`src/rtl/rcu_pkg.sv`:
```
// Shared types for the per-VC route computation unit: port codes, flit type codes, route table entry.
package rcu_pkg;

    typedef enum logic [2:0] {
        P_NONE  = 3'd0,
        P_LOCAL = 3'd1,
        P_EAST  = 3'd2,
        P_WEST  = 3'd3,
        P_NORTH = 3'd4,
        P_SOUTH = 3'd5
    } port_e;

    typedef enum logic [1:0] {
        FT_SINGLE = 2'b00,
        FT_TAIL   = 2'b01,
        FT_BODY   = 2'b10,
        FT_HEAD   = 2'b11
    } ft_e;

    typedef struct packed {
        logic  valid;
        port_e port;
    } rte_t;

endpackage

```
`src/rtl/rcu_dor_calc.sv`:
```
// Dimension-order (X then Y) destination-to-port calculation; TORUS_WRAP_EN selects minimal-path torus.
// Latency: combinational, zero cycles.
// Backpressure: none, pure function of the destination coordinates.
module rcu_dor_calc
    import rcu_pkg::*;
#(
    parameter int CW    = 4,
    parameter int MY_X  = 2,
    parameter int MY_Y  = 1,
    parameter int DIM_X = 4,
    parameter int DIM_Y = 4
) (
    input  logic [CW-1:0] dx,
    input  logic [CW-1:0] dy,
    output port_e         port,
    output logic          err_range
);

    localparam int W = CW + 2;
    localparam logic [W-1:0] DXW = W'(DIM_X);
    localparam logic [W-1:0] DYW = W'(DIM_Y);
    localparam logic [W-1:0] MXW = W'(MY_X);
    localparam logic [W-1:0] MYW = W'(MY_Y);

    logic [W-1:0] xe;
    logic [W-1:0] ye;
    logic         x_pos;
    logic         y_pos;

    assign xe = W'(dx);
    assign ye = W'(dy);
    assign err_range = (xe >= DXW) || (ye >= DYW);

`ifdef TORUS_WRAP_EN
    logic [W-1:0] dist_x;
    logic [W-1:0] dist_y;

    // Forward distance modulo DIM; going positive wins when it is no longer than going back (tie -> positive).
    always_comb begin
        dist_x = xe + DXW - MXW;
        if (dist_x >= DXW) dist_x = dist_x - DXW;
        dist_y = ye + DYW - MYW;
        if (dist_y >= DYW) dist_y = dist_y - DYW;
        x_pos = ({dist_x[W-2:0], 1'b0} <= DXW);
        y_pos = ({dist_y[W-2:0], 1'b0} <= DYW);
    end
`else
    assign x_pos = (xe > MXW);
    assign y_pos = (ye > MYW);
`endif

    always_comb begin
        port = P_NONE;
        if (err_range)                    port = P_NONE;
        else if (xe == MXW && ye == MYW)  port = P_LOCAL;
        else if (xe != MXW)               port = x_pos ? P_EAST : P_WEST;
        else                              port = y_pos ? P_SOUTH : P_NORTH;
    end

endmodule

```
`src/rtl/rcu_vc_route.sv`:
```
// Per-VC route computation for one input port (mesh, or torus with TORUS_WRAP_EN): head routes latched per VC.
// Latency: exactly one cycle, full throughput through a single registered stage.
// Backpressure: in_ready = !out_valid | out_ready; outputs hold stable while stalled.
module rcu_vc_route
    import rcu_pkg::*;
#(
    parameter int FW     = 39,
    parameter int CW     = 4,
    parameter int MY_X   = 2,
    parameter int MY_Y   = 1,
    parameter int DIM_X  = 4,
    parameter int DIM_Y  = 4,
    parameter int NUM_VC = 4,
    localparam int VCW   = (NUM_VC > 1) ? $clog2(NUM_VC) : 1
) (
    input  logic              clk_t,
    input  logic              rst_t,
    input  logic              in_valid,
    output logic              in_ready,
    input  logic [FW:0]       in_flit,
    input  logic [VCW-1:0]    in_vc,
    output logic              out_valid,
    input  logic              out_ready,
    output logic [FW:0]       out_flit,
    output logic [VCW-1:0]    out_vc,
    output logic [2:0]        out_port,
    output logic [NUM_VC-1:0] vc_busy,
    output logic              err
);

    logic  xfer_in;
    ft_e   ftype;
    port_e calc_port;
    logic  calc_err;
    rte_t  table_q [NUM_VC];
    rte_t  cur;
    port_e sel_port;
    logic  set_err;
    logic  wr_en;
    rte_t  wr_ent;
    port_e out_port_q;

    assign in_ready = !out_valid | out_ready;
    assign xfer_in  = in_valid & in_ready;
    assign ftype    = ft_e'(in_flit[FW:FW-1]);
    assign cur      = table_q[in_vc];
    assign out_port = out_port_q;

    rcu_dor_calc #(
        .CW    (CW),
        .MY_X  (MY_X),
        .MY_Y  (MY_Y),
        .DIM_X (DIM_X),
        .DIM_Y (DIM_Y)
    ) u_calc (
        .dx        (in_flit[FW-10 -: CW]),
        .dy        (in_flit[FW-10-CW -: CW]),
        .port      (calc_port),
        .err_range (calc_err)
    );

    // Body/tail on a VC with no latched route is still forwarded, but with NONE and a sticky error.
    always_comb begin
        sel_port = P_NONE;
        set_err  = 1'b0;
        wr_en    = 1'b0;
        wr_ent   = '{valid: 1'b0, port: P_NONE};
        case (ftype)
            FT_HEAD: begin
                sel_port = calc_port;
                set_err  = calc_err | cur.valid;
                wr_en    = 1'b1;
                wr_ent   = '{valid: 1'b1, port: calc_port};
            end
            FT_BODY: begin
                sel_port = cur.valid ? cur.port : P_NONE;
                set_err  = !cur.valid;
            end
            FT_TAIL: begin
                sel_port = cur.valid ? cur.port : P_NONE;
                set_err  = !cur.valid;
                wr_en    = 1'b1;
            end
            default: begin
                sel_port = calc_port;
                set_err  = calc_err | cur.valid;
            end
        endcase
    end

    always_ff @(posedge clk_t or negedge rst_t) begin
        if (!rst_t) begin
            for (int v = 0; v < NUM_VC; v++) table_q[v] <= '{valid: 1'b0, port: P_NONE};
        end else if (xfer_in && wr_en) begin
            table_q[in_vc] <= wr_ent;
        end
    end

    always_comb begin
        vc_busy = '0;
        for (int v = 0; v < NUM_VC; v++) vc_busy[v] = table_q[v].valid;
    end

    always_ff @(posedge clk_t or negedge rst_t) begin
        if (!rst_t) begin
            out_valid  <= 1'b0;
            out_flit   <= '0;
            out_vc     <= '0;
            out_port_q <= P_NONE;
            err        <= 1'b0;
        end else begin
            if (xfer_in) begin
                out_valid  <= 1'b1;
                out_flit   <= in_flit;
                out_vc     <= in_vc;
                out_port_q <= sel_port;
                if (set_err) err <= 1'b1;
            end else if (out_ready) begin
                out_valid <= 1'b0;
            end
        end
    end

endmodule

```
`config.mk`:
```
export PLATFORM = sky130hd
export DESIGN_NAME = rcu_vc_route
export DESIGN_NICKNAME = d
export VERILOG_FILES = /design/src/rtl/rcu_pkg.sv /design/src/rtl/rcu_dor_calc.sv /design/src/rtl/rcu_vc_route.sv
export SDC_FILE = /design/constraint.sdc
export NUM_CORES = 1
export LEC_CHECK = 0
export ABC_AREA = 0
export CAP_MARGIN = 20
export CORE_UTILIZATION = 40
export CTS_CLUSTER_SIZE = 16
export DETAILED_ROUTE_END_ITERATION = 8
export GPL_ROUTABILITY_DRIVEN = 0
export PLACE_DENSITY = 0.8
export SLEW_MARGIN = 20
export SYNTH_ARGS = -nofsm -noshare
export SYNTH_HDL_FRONTEND = slang
export SYNTH_SLANG_ARGS = --single-unit
```
`constraint.sdc`:
```
create_clock -name clk_t -period 1.4 [get_ports clk_t]
set_clock_uncertainty 0.05 [all_clocks]
set_input_delay 0.42 -clock clk_t [delete_from_list [all_inputs] [get_ports clk_t]]
set_output_delay 0.42 -clock clk_t [all_outputs]
set_load 0.02 [all_outputs]
```
---- Word level (Yosys, flattened, before mapping) ----
Cells that the tools add are included.
storage, ports and cells
  flip-flop bits (word level) ............. 63
  output and inout port bits .............. 52
  word-level logic and storage cells ...... 57
cells by class
  order comparisons ....................... 6
  equality and inequality tests ........... 6
  multiplexer cells ....................... 18
  bitwise gates (word level) .............. 4
  reduce and logical (&&, ||, !) cells .... 10
operator list
  operator                                                            number
  bitwise mux 16 bit                                                  1
  two-way mux 4 bit                                                   4
  two-way mux 3 bit                                                   5
  binary-select mux 4 bit (select 2 bit)                              1
  demux 4 bit (select 2 bit)                                          1
  greater-or-equal comparator 4 x 3 -> 1 bit (second input constant)  2
  two-way mux 1 bit                                                   6
  == test 2 bit (second input constant)                               2
  == test 4 x 1 -> 1 bit (second input constant)                      1
  == test 4 x 2 -> 1 bit (second input constant)                      1
  greater-than comparator 4 x 1 -> 1 bit (second input constant)      1
  greater-than comparator 4 x 2 -> 1 bit (second input constant)      1
  != test 4 x 2 -> 1 bit (second input constant)                      1
  OR reduction 2 bit                                                  2
  greater-or-equal comparator 3 bit (second input constant)           1
  logical AND 1 bit                                                   3
  < comparator 3 x 1 -> 1 bit (second input constant)                 1
  inverter 2 -> 3 bit                                                 1
  == test 2 x 1 -> 1 bit (second input constant)                      1
  zero test 1 bit                                                     2
  OR 1 bit                                                            2
  AND reduction 2 bit                                                 1
  nonzero test 2 bit                                                  1
  AND 1 bit                                                           1
  logical OR 1 bit                                                    1

---- Longest topological paths before layout ----
Gate-level depths: netlist (run 1).
  depth in word-level cells ............... 7
  depth in mapped cells ................... 6

---- Cells and area by module ----
A second synthesis (run 1) with hierarchy kept.
second synthesis, totals
  cell total of the unflattened synthesis .. 261
  area total of the unflattened synthesis .. 2675.1 µm²
modules (own cells, without submodules)
  module        times used  cells an instance  area an instance (µm²)  seq. area each (µm²)
  rcu_vc_route  1           254                2621.3                  1576.5
  rcu_dor_calc  1           7                  53.8                    0.0

---- Least setup slack after synthesis (run 1) ----
OpenSTA, ideal clock, no wires.
  kind .................................... in2reg
  start point ............................. input out_ready
  end point ............................... register table_q[0] (netlist bit)
  setup time .............................. 125 ps
  arrival time ............................ 1563 ps
  path slack .............................. -338 ps
  stages .................................. 5
  cells stage by stage .................... nand2b_1 -> and2_1 -> buf_2 -> nand4_1 -> mux2_2
on the way
  cells in the longest elaborated chain, start to end .. 3
ends and longest elaborated chain
  element                        line                RTL
  start, declared                rcu_vc_route.sv:23  input logic out_ready,
  OR 1 bit                       rcu_vc_route.sv:43  assign in_ready = !out_valid | out_ready;
  AND 1 bit                      rcu_vc_route.sv:44  assign xfer_in = in_valid & in_ready;
  logical AND 1 bit              rcu_vc_route.sv:94  end else if (xfer_in && wr_en) begin
  end signal, assigned by index  rcu_vc_route.sv:95  table_q[in_vc] <= wr_ent;
  end, declared                  rcu_vc_route.sv:35  rte_t table_q [NUM_VC];
Every way passes these cells.
A chain may end at the register's enable or synchronous reset.

---- Worst setup path in the final report (run 1) ----
  start point ............................. input in_vc[0]
  end point ............................... register out_port_q[0], in the netlist out_port[0]
on the way
  cells in the longest elaborated chain, start to end .. 6
ends and longest elaborated chain
  element                                               line                                    RTL
  start, declared                                       rcu_vc_route.sv:21                      input logic [VCW-1:0] in_vc,
  inverter 2 -> 3 bit (not written as such)             rcu_vc_route.sv:46                      assign cur = table_q[in_vc];
  binary-select mux 4 bit (select 2 bit)                rcu_vc_route.sv:46
  two-way mux 4 bit (not written as such) (2 in a row)  rcu_vc_route.sv:46
  two-way mux 3 bit                                     rcu_vc_route.sv:76, rcu_vc_route.sv:80
  two-way mux 3 bit                                     -
  end signal, assigned                                  rcu_vc_route.sv:116                     out_port_q <= sel_port;
  end, declared                                         rcu_vc_route.sv:41                      port_e out_port_q;
Every way passes these cells. The select of a mux whose other input is x is not followed.

==> results of run 1 <==
==> cell families (layout without fill, tap and decap cells) <==
logic type                 Yosys count  in the layout  share of synthesized area (%)
AOI/OAI and AO/OA                    8              8                           2.87
DFF                                 63             63                           59.3
adders and majority gates            2              2                          0.942
muxes                               20             20                           10.2
buffers and inverters               19            148                           3.63
and+or+nand+nor                    148            148                           23.0
==> per-layer routing <==
metal / vias to the layer above / GRT usage, % / part of all wire, %
met5: - / 0 / 0
met4: 0 / 6.93 / 0.86
met3: 10 / 3.96 / 5.1
met2: 78 / 37.4 / 51
met1: 1107 / 28.6 / 43
li1: 1083 / - / -
==> flip-flops by register name, summed over array words and instances, names as in the netlist <==
register   cells
err            1
out_flit      40
out_port       3
out_valid      1
out_vc         2
table_q       12
vc_busy        4
==> worst max-delay path: stages <==
cell,delay [ns]
dlygate4sd2_1,0.26
buf_6,0.15
mux4_2,0.54
a221oi_2,0.28
nor2_1,0.06
==> final cells by class <==
class,count,area [sq um]
Fill cell,504,2290
Sequential cell,63,1580
Multi-Input combinational cell,178,1150
Timing Repair Buffer,129,1010
Clock buffer,12,165
Tap cell,77,96.3
Clock inverter,4,76.3
Inverter,3,23.8
==> synthesized netlist by cell type (3+ instances only) <==
cell,count
nand2_1,124
dfrtp_1,63
mux2_2,16
nor2_1,7
buf_1,5
buf_4,4
clkbuf_1,4
mux4_2,4
a221oi_2,3
inv_1,3
nand2b_1,3
==> through the flow <==
step | power (mW) | TNS (ns) | std cells | util [%] | instance area (sq um)
after global routing | 5.35 | -1.85 | 466 | 64.1 | 4100
final | 5.13 | -1.12 | 466 | 64.1 | 4100
after detailed placement | 3.45 | -37.91 | 442 | 62.1 | 3960
after global placement | 3.42 | -35.30 | 442 | 62.1 | 3960
after CTS | 5.16 | -0.972 | 466 | 64.1 | 4090
after floorplan | 2.76 | -2.71 | 260 | - | 2800
==> where the power goes <==
group / leakage, nW / switching (mW) / internal, mW
clock: 0.119 / 0.705 / 1.15
combinational: 1.28 / 0.642 / 0.496
sequential: 0.790 / 0.112 / 2.02
==> timing repair <==
item | in CTS | in global routing
buffers inserted | 8 | 1
gates resized for setup | 258 | 9
setup endpoints to repair | 111 | 28
pin swaps | 7 | 9
endpoints found under the hold margin | 0 | 0
==> cells in the final DEF, fill, tap and decap left out, types with 4 or more instances in the layout <==
cell / count
nand2_1: 122
dfrtp_1: 62
buf_2: 52
clkdlybuf4s50_1: 30
buf_4: 22
mux2_4: 16
clkbuf_8: 12
buf_6: 11
dlygate4sd2_1: 8
nor2_1: 6
mux4_2: 4
==> final timing paths <==
check | end | slack, ns | depth (start not counted)
worst max-delay path | out_port[0]$_DFFE_PN0P_ | -0.15 | 5
worst min-delay path | out_flit[30]$_DFFE_PN0P_ | 0.03 | 2
worst max register to register | out_port[1]$_DFFE_PN0P_ | -0.15 | 4
worst min register to register | err$_DFFE_PN0P_ | 0.41 | 2
max in group asynchronous | out_valid$_DFFE_PN0P_ | 0.98 | 2
min in group clk_t | out_flit[24]$_DFFE_PN0P_ | 0.30 | 3
==> results.yml, run 1 <==
run_status:
  status: "complete, but fails checks"
  violations: "setup timing"
sta:
  setup_ws_ns: -0.151
  worstMarginPinSlew_ns: 0.325
  period_share_pct: 111
  grt_setup_unrepaired: "yes"
  drv_slew: 0
  fmax_mhz: 645
  finalSetupViolations: 18
  hold_viol: 0
  min_period_ns: 1.55
  slew_headroom_pct: 78.3
  hold_ws_ns: 0.0331
setup_path:
  cp-start-kind: "input port"
  crit_arrival_ns: 1.72
  critPathLaunch: "in_vc[0]"
  crit_fanout: 5
  worstReg2RegStart: "vc_busy[0]$_DFFE_PN0P_"
  end_kind: "flop"
  crit_required_ns: 1.57
  criticalPathCategory: "input port to flop"
flow_run:
  maxCapViolations: 0
final_layout:
  nNetsFinal: 432
  layout-drive-gt1-share_pct: 37.8
  synthToLayoutAreaGrowth_pct: 54.2
  antenna_cells: 0
die:
  fp.dieH_um: 83.5
  initial_core_util_pct: 41.6
  die_w_um: 83.5
  die_area_sq_um: 6970
  coreArea_sq_um: 6390
  pin_count: 98
  num_rows: 29
synthesis:
  synth_cell_type_count: 28
  ys_seq_area_share_pct: 59.3
  netlist_instances: 260
  async_reset_ff_share_pct: 100
  synth_area_per_cell_sq_um: 10.2
  yosys-top-cells-area: "dfrtp_1 (59%), nand2_1 (18%), mux2_2 (6.8%)"
  yosys.area.top_type: "dfrtp_1"
  synthesis.area_sq_um: 2660
  ys_ff_latch: 63
  synth_top_cell_area_share_pct: 59.3
  yosysWarnings: 0
  synthesis.nets: 308
  synth-edff-count: 0
  ys.flop_type: "dfrtp_1"
placement:
  place_ws_ns: -0.884
  hpwl_mm: 4.64
  portBuffers: 97
route:
  drc: 0
  drt_iter0_markers: 105
  wl_per_cell_um: 15.2
  routed_wirelength_mm: 7.10
  via_per_inst: 4.89
  detail_route.first_pass.iterations: 4
  ant_nets: 0
  route.vias.total: 2278
clock_network:
  postCtsHoldBufs: 0
  cts_tree: "done"
  h-tree-depth: 3
  cts_sinks: 63
  cts-root-buf: "clkbuf_8"
  clk_latency_ns: 0.33
  cts_buffers: 9
  clk_pin_slew_ns: 0.08
  cts_buffer_depth: 2
min_path:
  hold_path.class: "input port to async pin"
global_route:
  grt_pass1_wl_mm: 12.0
  grt_max_degree: 64
  grt_usage_pct: 21.9
  antenna_found_initial: 0
  grt_pass1_vias: 2389
  grt-ovfl-total: 0
power_and_ir_drop:
  p_leak_nw: 2.19
  cellPowerDensity_nw_per_um2: 1250
  irDropWorstVdd_uv: 708
No activity file was read; power rests on OpenSTA's default activity.
==> run 2: changes to the inputs <==
Settings changed: GPL_ROUTABILITY_DRIVEN 0 to 1.
==> run 2 against run 1 <==
Effect of this change:
- the flow still finishes with violations (setup timing)
- hold slack worse by 0.0062 ns
- global-route usage up 0.55 points
- flip-flop and latch count unchanged
- sequential share of layout area down 0.67 points
- clock power up 4%
- register-to-register slack worse by 0.02 ns
- core utilization up 1.1 points
- count of clock-buffer cells in the layout unchanged
- design area up 1.8%
- maximum frequency down 1.1%
- critical path type is now flop to flop
- critical endpoint is now out_port[1]$_DFFE_PN0P_
- largest cell class unchanged
==> results.yml, run 2 (synthesized netlist as in run 1, its figures left out) <==
run_status:
  status: "complete, but fails checks"
  violations: "setup timing"
route:
  route.vias.total: 2280
  drt_iter0_markers: 104
  via_per_inst: 4.82
  drc: 0
  routed_wirelength_mm: 7.21
  ant_nets: 0
  wl_per_cell_um: 15.2
  detail_route.first_pass.iterations: 4
clock_network:
  clk_pin_slew_ns: 0.07
  cts_buffers: 9
  cts_sinks: 63
  h-tree-depth: 3
  clk_latency_ns: 0.34
  cts_tree: "done"
  cts_buffer_depth: 2
  cts-root-buf: "clkbuf_8"
sta:
  fmax_mhz: 637
  hold_viol: 0
  period_share_pct: 112
  finalSetupViolations: 20
  min_period_ns: 1.57
  setup_ws_ns: -0.169
  slew_headroom_pct: 78.0
  drv_slew: 0
  grt_setup_unrepaired: "yes"
  worstMarginPinSlew_ns: 0.331
placement:
  hpwl_mm: 4.85
  place_congestion: 0.864
  portBuffers: 97
  place_ws_ns: -0.874
  place_area_sq_um: 3980
final_layout:
  nNetsFinal: 440
  regMostFlops: "out_flit"
  antenna_cells: 0
  synthToLayoutAreaGrowth_pct: 56.9
  layout_common_cells: "nand2_1 (123), dfrtp_1 (62), buf_2 (51)"
  final_common_cell: "nand2_1"
  finalInstanceArea_sq_um: 4170
  layout-drive-gt1-share_pct: 38.9
  largest_register_ffs: 40
  n_fill_cell: 480
die:
  num_rows: 29
  pin_count: 98
  initial_core_util_pct: 41.6
  fp.dieH_um: 83.5
  die_area_sq_um: 6970
  die_w_um: 83.5
  coreArea_sq_um: 6390
global_route:
  grt_usage_pct: 22.5
  grt-ovfl-total: 0
  gr-usage-met2_pct: 37.4
  busiest_layer: "met2"
  grt.met3_usage_pct: 5.24
  grt_max_degree: 64
  grt_use_met1_pct: 27.9
  grt_pass1_wl_mm: 12.0
  grt_pass1_vias: 2430
  antenna_found_initial: 0
setup_path:
  criticalPathCategory: "flop to flop"
  reg2reg_depth: 4
  crit_arrival_ns: 1.74
  rr_endpoint: "out_port[1]$_DFFE_PN0P_"
  cp-start-kind: "flop"
  crit_required_ns: 1.57
  worst-r2r-setup-slack_ns: -0.17
  end_kind: "flop"
  crit_fanout: 4
  worstReg2RegStart: "vc_busy[2]$_DFFE_PN0P_"
power_and_ir_drop:
  p_int_mw: 3.82
  irDropWorstVdd_uv: 932
  cellPowerDensity_nw_per_um2: 1260
  switchingPower_mw: 1.44
  p_leak_nw: 2.22
  seqPwrFrac_pct: 40.6
  power.share.clock_pct: 36.9
  swShare_pct: 27.3
  p_comb_share_pct: 22.5
min_path:
  hold_path.class: "input port to async pin"
flow_run:
  maxCapViolations: 0
==> run 2: changes by cell type in the layout (fill, tap and decap cells not counted), sizes merged <==
cell           delta
buf               +8
bufinv            +1
clkdlybuf4s15     +1
clkinv            -1
clkinvlp          -1
dlygate4sd2       -1
==> run 2: critical path, stage by stage, from the launching register on <==
cell and delay [ns]:
dfrtp_1 0.41, mux4_2 0.51, nor2b_4 0.17, a221oi_2 0.24, nor2_1 0.06
==> run 2: how the worst max path moves through the flow <==
stage,cells past startpoint,start,to,slack (ns)
after floorplan,5,in_vc[0],out_port[0]$_DFFE_PN0P_,-0.20
after global placement,7,in_flit[39],table_q[0]$_DFFE_PN0P_,-0.85
after detailed placement,7,in_flit[39],table_q[4]$_DFFE_PN0P_,-0.87
after CTS,4,vc_busy[2]$_DFFE_PN0P_,out_port[1]$_DFFE_PN0P_,-0.16
after global routing,4,vc_busy[0]$_DFFE_PN0P_,out_port[1]$_DFFE_PN0P_,-0.22
final,4,vc_busy[2]$_DFFE_PN0P_,out_port[1]$_DFFE_PN0P_,-0.17
==> run 2: layout make-up <==
type	count	area, sq um	share of cell area (%)
repair buffers	137	1060	25.5
clock buffers	12	155	3.72
inverters	3	23.8	0.570
well taps	77	96.3	2.31
flip-flops and latches	63	1580	37.8
clock inverters	3	90.1	2.16
multi-input cells	178	1160	27.9
==> run 2: metrics by stage <==
| stage | utilization, % | cells | total power, mW | hold WS, ns | TNS [ns] |
|---|---|---|---|---|---|
| after CTS | 65.0 | 472 | 5.30 | 0.0386 | -1.54 |
| after global placement | 62.3 | 444 | 3.43 | 0.405 | -29.66 |
| after global routing | 65.3 | 473 | 5.50 | 0.0634 | -2.51 |
| final | 65.3 | 473 | 5.26 | 0.0268 | -1.92 |
| after detailed placement | 62.3 | 444 | 3.46 | 0.412 | -31.39 |
| after floorplan | - | 260 | 2.76 | 0.0744 | -2.71 |
==> run 2: power groups by stage <==
stage | logic (mW) | clock network (mW) | registers (mW)
final | 1.19 | 1.94 | 2.13
after global placement | 1.27 | 0 | 2.16
after floorplan | 0.395 | 0 | 2.37
after global routing | 1.28 | 2.07 | 2.16
after CTS | 1.19 | 1.98 | 2.13
after detailed placement | 1.29 | 0 | 2.17
==> run 2: layer usage <==
metal / wire, um / part of all wire (%)
met5: 0 / 0
met4: 216 / 3.0
met3: 390 / 5.4
met2: 3540 / 49
met1: 3060 / 42
==> run 2: what timing repair did <==
action,CTS,global route
hold buffers,0,0
setup endpoints to repair,72,34
setup buffers,13,2
pin swaps,9,8
resized for setup,262,7
==> run 3: changes to the inputs <==
Settings changed: GPL_TIMING_DRIVEN set to 0.
==> run 3 against run 2 <==
Effect of this change:
- the run still ends with setup timing left
- die area unchanged
- count of clock-buffer cells in the layout down 3
- hold slack better by 0.24 ns
- design area up 0.15%
- largest cell class unchanged
- largest power group unchanged
- power down 6.2%
- clock power down 20%
- final cell count down 0.21%
- non-clock buffer count down 2
- critical path type unchanged
- maximum frequency up 2.6%
==> results.yml, run 3 (synthesized netlist as in run 1, its figures left out) <==
run_status:
  status: "complete, but fails checks"
  violations: "setup timing"
sta:
  finalSetupViolations: 26
  grt_setup_unrepaired: "yes"
  fmax_mhz: 654
  slew_headroom_pct: 81.3
  min_period_ns: 1.53
  setup_ws_ns: -0.129
  drv_slew: 0
  hold_viol: 0
  period_share_pct: 109
  worstMarginPinSlew_ns: 0.281
  finalSetupTns_ns: -1.99
setup_path:
  end_kind: "flop"
  cp-start-kind: "flop"
  criticalPathCategory: "flop to flop"
  reg2reg_depth: 6
  crit_arrival_ns: 1.71
  crit_fanout: 5
  worstReg2RegStart: "out_valid$_DFFE_PN0P_"
  crit_required_ns: 1.58
  critPathLaunch: "out_valid$_DFFE_PN0P_"
clock_network:
  cts_buffer_depth: 2
  clk_pin_slew_ns: 0.07
  cts_buffers: 9
  clk_latency_ns: 0.34
  cts_sinks: 63
  h-tree-depth: 3
  cts-root-buf: "clkbuf_8"
  cts_tree: "done"
final_layout:
  largest_register_ffs: 40
  final_common_cell: "nand2_1"
  synthToLayoutAreaGrowth_pct: 57.2
  layout-drive-gt1-share_pct: 38.7
  finalInstanceArea_sq_um: 4180
  n_fill_cell: 504
  regMostFlops: "out_flit"
  layout_common_cells: "nand2_1 (123), dfrtp_1 (62), buf_2 (44)"
  nNetsFinal: 438
  antenna_cells: 0
global_route:
  grt_pass1_wl_mm: 11.2
  grt_pass1_vias: 2340
  grt_max_degree: 56
  antenna_found_initial: 0
  grt-ovfl-total: 0
  grt_usage_pct: 21.0
die:
  fp.dieH_um: 83.5
  die_w_um: 83.5
  coreArea_sq_um: 6390
  die_area_sq_um: 6970
  num_rows: 29
  pin_count: 98
  initial_core_util_pct: 41.6
placement:
  place_congestion: 0.781
  portBuffers: 95
  hpwl_mm: 4.56
  place_area_sq_um: 3870
power_and_ir_drop:
  switchingPower_mw: 1.50
  power.share.clock_pct: 31.4
  swShare_pct: 30.4
  irDropWorstVdd_uv: 692
  seqPwrFrac_pct: 43.3
  p_comb_share_pct: 25.3
  cellPowerDensity_nw_per_um2: 1180
  p_leak_nw: 2.20
  p_int_mw: 3.43
route:
  drt_iter0_markers: 77
  routed_wirelength_mm: 6.73
  wl_per_cell_um: 14.3
  ant_nets: 0
  route.vias.total: 2294
  via_per_inst: 4.86
  drc: 0
  detail_route.first_pass.iterations: 4
min_path:
  hold_path.class: "input port to flop"
  min-delay-start: "in_vc[0]"
  whs_path_depth: 3
flow_run:
  maxCapViolations: 0
-- run 3: changes by cell type in the layout (fill, tap and decap cells not counted), sizes merged --
cell / change
buf: -5
clkbuf: -1
bufinv: -2
dlygate4sd3: +1
clkinv: +5
clkinvlp: +1
-- run 3: power by group through the flow --
stage / clock [mW] / sequential, mW / combinational [mW]
4_1_cts: 1.59 / 2.13 / 1.17
3_5_place_dp: 0 / 2.17 / 1.27
2_1_floorplan: 0 / 2.37 / 0.395
6_report: 1.55 / 2.14 / 1.25
5_1_grt: 1.68 / 2.16 / 1.34
3_3_place_gp: 0 / 2.16 / 1.24
-- run 3: worst paths after layout --
check / end / slack (ns)
worst min-delay path: out_vc[0]$_DFFE_PN0P_ / 0.26
min in group asynchronous: out_flit[0]$_DFFE_PN0P_ / 0.38
worst min register to register: out_flit[28]$_DFFE_PN0P_ / 0.42
worst max-delay path: table_q[10]$_DFFE_PN0P_ / -0.13
max in group asynchronous: out_valid$_DFFE_PN0P_ / 0.41
worst max register to register: table_q[10]$_DFFE_PN0P_ / -0.13
-- run 3: per-stage QoR --
step / setup WS, ns / hold WS (ns) / cells / total power, mW / utilization, %
6_report: -0.129 / 0.264 / 472 / 4.93 / 65.4
5_1_grt: -0.195 / 0.273 / 472 / 5.18 / 65.4
4_1_cts: -0.132 / 0.258 / 462 / 4.89 / 62.8
3_5_place_dp: -1.01 / 0.214 / 433 / 3.44 / 60.6
3_3_place_gp: -2.39 / 0.407 / 432 / 3.40 / 60.2
2_1_floorplan: -0.200 / 0.0744 / 260 / 2.76 / -
-- run 3: layout make-up --
class	count	area, sq um	share of cell area, %
Multi-Input combinational cell	178	1160	27.8
Clock buffer	9	124	2.97
Timing Repair Buffer	119	961	23.0
Clock inverter	7	73.8	1.77
Tap cell	77	96.3	2.31
Buffer	16	159	3.81
Sequential cell	63	1580	37.8
Inverter	3	23.8	0.569
-- run 3: critical path, stage by stage (launching register included) --
cell      delay [ns]
dfrtp_2         0.43
nand2b_4        0.09
and2_4          0.15
buf_8           0.10
nand4b_1        0.12
buf_4           0.18
mux2_4          0.29
-- run 3: routing by layer --
layer / wire (um) / track usage, % / vias to the layer above
met4: 199 / 8.94 / 0
li1: - / - / 1099
met2: 3220 / 34.4 / 84
met1: 2910 / 26.3 / 1094
met5: 0 / 0 / -
met3: 392 / 5.64 / 17
-- run 3: timing repair --
action / 4_1_cts / 5_1_grt
pin swaps: 8 / 1
resized for setup: 264 / 35
setup buffers: 12 / 9
setup endpoints to repair: 112 / 63
cloned: 0 / 1
hold endpoints to repair: 8 / 0
hold buffers: 1 / 0
==> RTL change 1 (config.mk and constraints of run 2) <==
Set the parameter `FW` to 78 (it was 39).
--- a/src/rtl/rcu_vc_route.sv
+++ b/src/rtl/rcu_vc_route.sv
@@ -4,7 +4,7 @@
 module rcu_vc_route
     import rcu_pkg::*;
 #(
-    parameter int FW     = 39,
+    parameter int FW     = 78,
     parameter int CW     = 4,
     parameter int MY_X   = 2,
     parameter int MY_Y   = 1,
Ports: changed (resized in_flit and out_flit); port bits go from 98 to 176. The function was not compared with the original's and may differ.
==> RTL change 1 against run 2 <==
- the run still ends with negative setup slack left
- cell area is 67% higher
- setup slack worse by 0.033 ns
- total power is 48% higher
- wire length is 87% higher
- sequential cell count is 39 higher
- area after synthesis is 55% higher
- count of clock-buffer cells in the layout is 1 lower
==> RTL change 1: results (changes against run 2) <==
[yosys]
postSynth.asyncResetShare = 1.00  ; unchanged
yosysSeqAreaShare = 0.619  ; was 0.593
synth.avg_cell_area_sq_um = 9.70  ; was 10.2 sq um
synth.top_cells.by_area = sky130_fd_sc_hd__dfrtp_1, sky130_fd_sc_hd__nand2_1, sky130_fd_sc_hd__mux2_2, sky130_fd_sc_hd__mux4_1, sky130_fd_sc_hd__buf_2  ; was sky130_fd_sc_hd__dfrtp_1, sky130_fd_sc_hd__nand2_1, sky130_fd_sc_hd__mux2_2, sky130_fd_sc_hd__mux4_2, sky130_fd_sc_hd__a221oi_2
syn_nets = 512  ; was 308
synth_top_cells_by_count = sky130_fd_sc_hd__nand2_1, sky130_fd_sc_hd__dfrtp_1, sky130_fd_sc_hd__mux2_2  ; unchanged
synth_cell_types = 28  ; unchanged

[sta]
tightestPinTransition_ns = 0.333  ; was 0.331 ns
finalHoldWorstSlack_ns = 0.295  ; was 0.0268 ns
final.setup.tns_ns = -1.98  ; was -1.92 ns
setup_viol = 24  ; was 20
post-route-worst-setup-slack_ns = -0.202  ; was -0.169 ns

[cells_and_area]
layout.filler_cells = 706  ; was 480
largest_register_ff_count = 79  ; was 40
layout.nets = 755  ; was 440
register_containing_the_most_flip_flops_in_the_final_layout = out_flit  ; unchanged
drive_above_1_share = 0.343  ; was 0.389
insertedDiodeCount = 0  ; unchanged

[global_route]
grt_first_pass_wirelength_microns = 19300  ; was 12000 microns
groute.usage.overall = 0.229  ; was 0.225
first_global_vias = 3739  ; was 2430
grt_start_max_net_pins = 54  ; was 64
antenna_found_initial = 0  ; unchanged

[placement]
dpl_hpwl_microns = 8530  ; was 4850 microns
post_dp_cell_area_sq_um = 6230  ; was 3980 sq um
final_replace_weighted_congestion = 0.892  ; was 0.864
io_buffers = 175  ; was 97
placed_cells_incl_taps = 735  ; was 444

[status]
failed_checks = negative setup slack  ; unchanged
run_status = finished, violations left  ; unchanged

[worst_setup_path]
crit-reg2reg-capture = err$_DFFE_PN0P_  ; was out_port[1]$_DFFE_PN0P_
arrival_ns = 1.80  ; was 1.74 ns
startpoint_type = register  ; unchanged
critical_path.max_stage_delay_ns = 0.51  ; about the same
reg2reg_from = vc_busy[3]$_DFFE_PN0P_  ; was vc_busy[2]$_DFFE_PN0P_

[worst_hold_path]
hold_path_depth = 3
hold_path_class = input port to register  ; was input port to asynchronous set/reset pin
hold_path_startpoint = in_flit[78]

[cts]
cts_buffer_depth = 2  ; unchanged
worst_setup_hold_path_clk_slew_ns = 0.09  ; was 0.07 ns
numCtsBuffers = 9  ; unchanged

[drt]
via_count = 3910  ; was 2280
wl_per_cell_microns = 16.7  ; was 15.2 microns
detailedRoute.firstIterationViolations = 174  ; was 104
drt_pre_antenna_iters = 4  ; unchanged
viasPerCell = 4.85  ; was 4.82

[power_and_ir_drop]
static-leakage-power_uw = 0.00368  ; was 0.00222 uW
vdd.ir_drop.worst_mv = 0.625  ; was 0.932 mV

-- RTL change 1: cell types whose count changed after synthesis, sizes merged --
cell    delta
clkbuf     +6
dfrtp     +39
nand2    +117
buf        +3
-- RTL change 1: worst max-delay path by stage --
stage                                    endpoint  cells past startpoint                    from  slack (ns)
after CTS                 out_port[1]$_DFFE_PN0P_                      4  vc_busy[3]$_DFFE_PN0P_       -0.16
after global routing              err$_DFFE_PN0P_                      4  vc_busy[2]$_DFFE_PN0P_       -0.23
after global placement    out_port[0]$_DFFE_PN0P_                      5                in_vc[0]       -0.82
after floorplan           out_port[0]$_DFFE_PN0P_                      5                in_vc[0]       -0.21
after detailed placement  out_port[1]$_DFFE_PN0P_                      5                in_vc[0]       -0.89
final                             err$_DFFE_PN0P_                      4  vc_busy[3]$_DFFE_PN0P_       -0.20
-- RTL change 1: per-layer routing --
metal,part of all wire,GRT usage,vias to the layer above
li1,-,-,1807
met2,0.51,0.402,159
met1,0.40,0.279,1899
met3,0.057,0.0478,45
met5,0,0,-
met4,0.033,0.0787,0
-- RTL change 1: report_power, final --
group          internal [uW]  switching (uW)  total (uW)
clock network            833             988        1820
registers               3290             245        3530
logic                   1240            1180        2420
total                   5360            2420        7780
-- RTL change 1: worst min-delay path: stages --
cell	delay, ns
sky130_fd_sc_hd__clkbuf_2	0.09
sky130_fd_sc_hd__inv_1	0.07
sky130_fd_sc_hd__o21ai_0	0.08
-- RTL change 1: kinds of logic after synthesis --
family / Yosys count / share of synthesized area
and+or+nand+nor: 265 / 0.255
DFF: 102 / 0.619
buffers and inverters: 28 / 0.0340
muxes: 20 / 0.0674
AOI/OAI and AO/OA: 8 / 0.0185
adders and majority gates: 2 / 0.00607
-- RTL change 1: cell type report --
| cell class | instances | share of cell area |
|---|---|---|
| timing repair buffer | 257 | 0.350 |
| sequential | 102 | 0.367 |
| inverter | 3 | 0.00162 |
| multi-input combinational | 295 | 0.229 |
| clock buffer | 11 | 0.0189 |
| tap | 133 | 0.0239 |
| clock inverter | 5 | 0.00846 |
-- RTL change 1: timing repair --
action                     CTS  global route
gates resized for setup    427           118
pin swaps                   10             5
setup endpoints to repair  180           114
buffers inserted            10            41
hold endpoints to repair    16             0
hold buffers                 1             0
cloned                       0             4
-- RTL change 1: per-stage QoR --
| stage | setup slack [ns] | util |
|---|---|---|
| 5_1_grt | -0.228 | 0.705 |
| 4_1_cts | -0.158 | 0.628 |
| 6_report | -0.202 | 0.705 |
| 3_5_place_dp | -0.886 | 0.632 |
| 2_1_floorplan | -0.205 | - |
| 3_3_place_gp | -0.824 | 0.632 |
==> RTL change 2 (settings of run 2) <==
Without the edit above. Reset style: synchronous (`rst_t`), changed in 2 clocked blocks.
--- a/src/rtl/rcu_vc_route.sv
+++ b/src/rtl/rcu_vc_route.sv
@@ -88,7 +88,7 @@
         endcase
     end
 
-    always_ff @(posedge clk_t or negedge rst_t) begin
+    always_ff @(posedge clk_t) begin
         if (!rst_t) begin
             for (int v = 0; v < NUM_VC; v++) table_q[v] <= '{valid: 1'b0, port: P_NONE};
         end else if (xfer_in && wr_en) begin
@@ -101,7 +101,7 @@
         for (int v = 0; v < NUM_VC; v++) vc_busy[v] = table_q[v].valid;
     end
 
-    always_ff @(posedge clk_t or negedge rst_t) begin
+    always_ff @(posedge clk_t) begin
         if (!rst_t) begin
             out_valid  <= 1'b0;
             out_flit   <= '0;
Check against the original RTL: differs if rst_t is asserted again (counterexample within 4 cycles, from zero or initial values and one cycle with rst_t low); with rst_t held inactive, the same outputs for 10 cycles.
==> RTL change 2 against run 2 <==
- the run still ends with negative setup slack left
- non-clock buffer count down 14
- wire length shrank 2.8%
- sequential cell count is the same
- count of clock-buffer cells in the layout rose by 1
- total power fell by 18%
- setup slack better by 0.098 ns
- clock power is 18% lower
- sequential share of layout area fell by 1.8 points
- area after synthesis decreased by 1.5%
- cell area shrank 5.4%
- critical endpoint is now out_port[2]$_SDFFE_PN0P_
==> RTL change 2: results (changes against run 2) <==
[status]
run_status = finished, violations left  ; unchanged
failed_checks = negative setup slack  ; unchanged

[yosys]
synth_fa_ha_area_frac = 0.00956  ; was 0.00942
postSynth.asyncResetShare = 0  ; was 1.00
synth.avg_cell_area_sq_um = 9.38  ; was 10.2 sq um
synth-main-ff-cell = sky130_fd_sc_hd__dfxtp_1  ; was sky130_fd_sc_hd__dfrtp_1
yosysSeqAreaShare = 0.543  ; was 0.593
edff_count_synth = 16  ; was 0
synth_cell_types = 31  ; was 28
post_synth_mux_area_share = 0.0373  ; was 0.102
synth_top_cells_by_count = sky130_fd_sc_hd__nand2_1, sky130_fd_sc_hd__dfxtp_1, sky130_fd_sc_hd__a21boi_0  ; was sky130_fd_sc_hd__nand2_1, sky130_fd_sc_hd__dfrtp_1, sky130_fd_sc_hd__mux2_2
synth.top_cells.by_area = sky130_fd_sc_hd__dfxtp_1, sky130_fd_sc_hd__edfxtp_1, sky130_fd_sc_hd__nand2_1, sky130_fd_sc_hd__a21boi_0, sky130_fd_sc_hd__mux4_1  ; was sky130_fd_sc_hd__dfrtp_1, sky130_fd_sc_hd__nand2_1, sky130_fd_sc_hd__mux2_2, sky130_fd_sc_hd__mux4_2, sky130_fd_sc_hd__a221oi_2
syn_nets = 327  ; was 308

[placement]
dpl_hpwl_microns = 4750  ; was 4850 microns
final_replace_weighted_congestion = 0.812  ; was 0.864
post_dp_cell_area_sq_um = 3830  ; was 3980 sq um

[drt]
wl_microns = 7010  ; was 7210 microns
routed-wl-met2_microns = 3460  ; was 3540 microns
wl_met1_microns = 2920  ; was 3060 microns
wl_met3_microns = 402  ; was 390 microns

[global_route]
grt_first_pass_wirelength_microns = 11000  ; was 12000 microns
grt_start_max_net_pins = 48  ; was 64
grtUsageMet1 = 0.238  ; was 0.279
groute.usage.overall = 0.205  ; was 0.225
first_global_vias = 2318  ; was 2430
grt.met3_usage = 0.0586  ; was 0.0524
use_met2 = 0.340  ; was 0.374

[sta]
post-route-worst-setup-slack_ns = -0.0709  ; was -0.169 ns
max-slew-margin-rel = 0.730  ; was 0.780
setup_viol = 26  ; was 20
finalHoldWorstSlack_ns = 0.336  ; was 0.0268 ns

[cells_and_area]
drive_above_1_share = 0.336  ; was 0.389
layout.filler_cells = 535  ; was 480

[worst_setup_path]
setup.worst_path.end = out_port[2]$_SDFFE_PN0P_  ; was out_port[1]$_DFFE_PN0P_
critical_path_peak_fanout = 3  ; was 4
arrival_ns = 1.65  ; was 1.74 ns
critPathLaunch = table_q[0][3]$_SDFFCE_PN0P_  ; was vc_busy[2]$_DFFE_PN0P_

[power_and_ir_drop]
vdd.ir_drop.worst_mv = 0.680  ; was 0.932 mV
static-leakage-power_uw = 0.00171  ; was 0.00222 uW
switchingPower_uw = 1090  ; was 1440 uW

[worst_hold_path]
hold_path_class = input port to register  ; was input port to asynchronous set/reset pin

## RTL change 2: final cells by class
class                      instances  share of cell area
sequential                        63               0.361
multi-input combinational        184               0.316
timing repair buffer             123               0.239
clock buffer                      13              0.0406
tap                               77              0.0244
clock inverter                     3              0.0102
inverter                          10             0.00952
## RTL change 2: per-stage QoR
step / power (uW) / setup WS (ns) / TNS, ns / util
finish: 4300 / -0.0709 / -0.990 / 0.624
global route: 4480 / -0.109 / -2.33 / 0.624
CTS: 4330 / -0.0868 / -0.878 / 0.620
detailed placement: 2790 / -0.757 / -46.74 / 0.607
global placement: 2780 / -0.710 / -43.82 / 0.607
floorplan: 2390 / -0.193 / -3.10 / -
## RTL change 2: worst min-delay path, stage by stage
cell and delay [ns]:
sky130_fd_sc_hd__buf_2 0.13, sky130_fd_sc_hd__nand2_1 0.06, sky130_fd_sc_hd__a21boi_0 0.06
## RTL change 2: timing repair
item                                    CTS  global route
endpoints found under the setup margin  130            59
pin swaps                                12            14
resized for setup                       260            27
setup buffers                             0             2
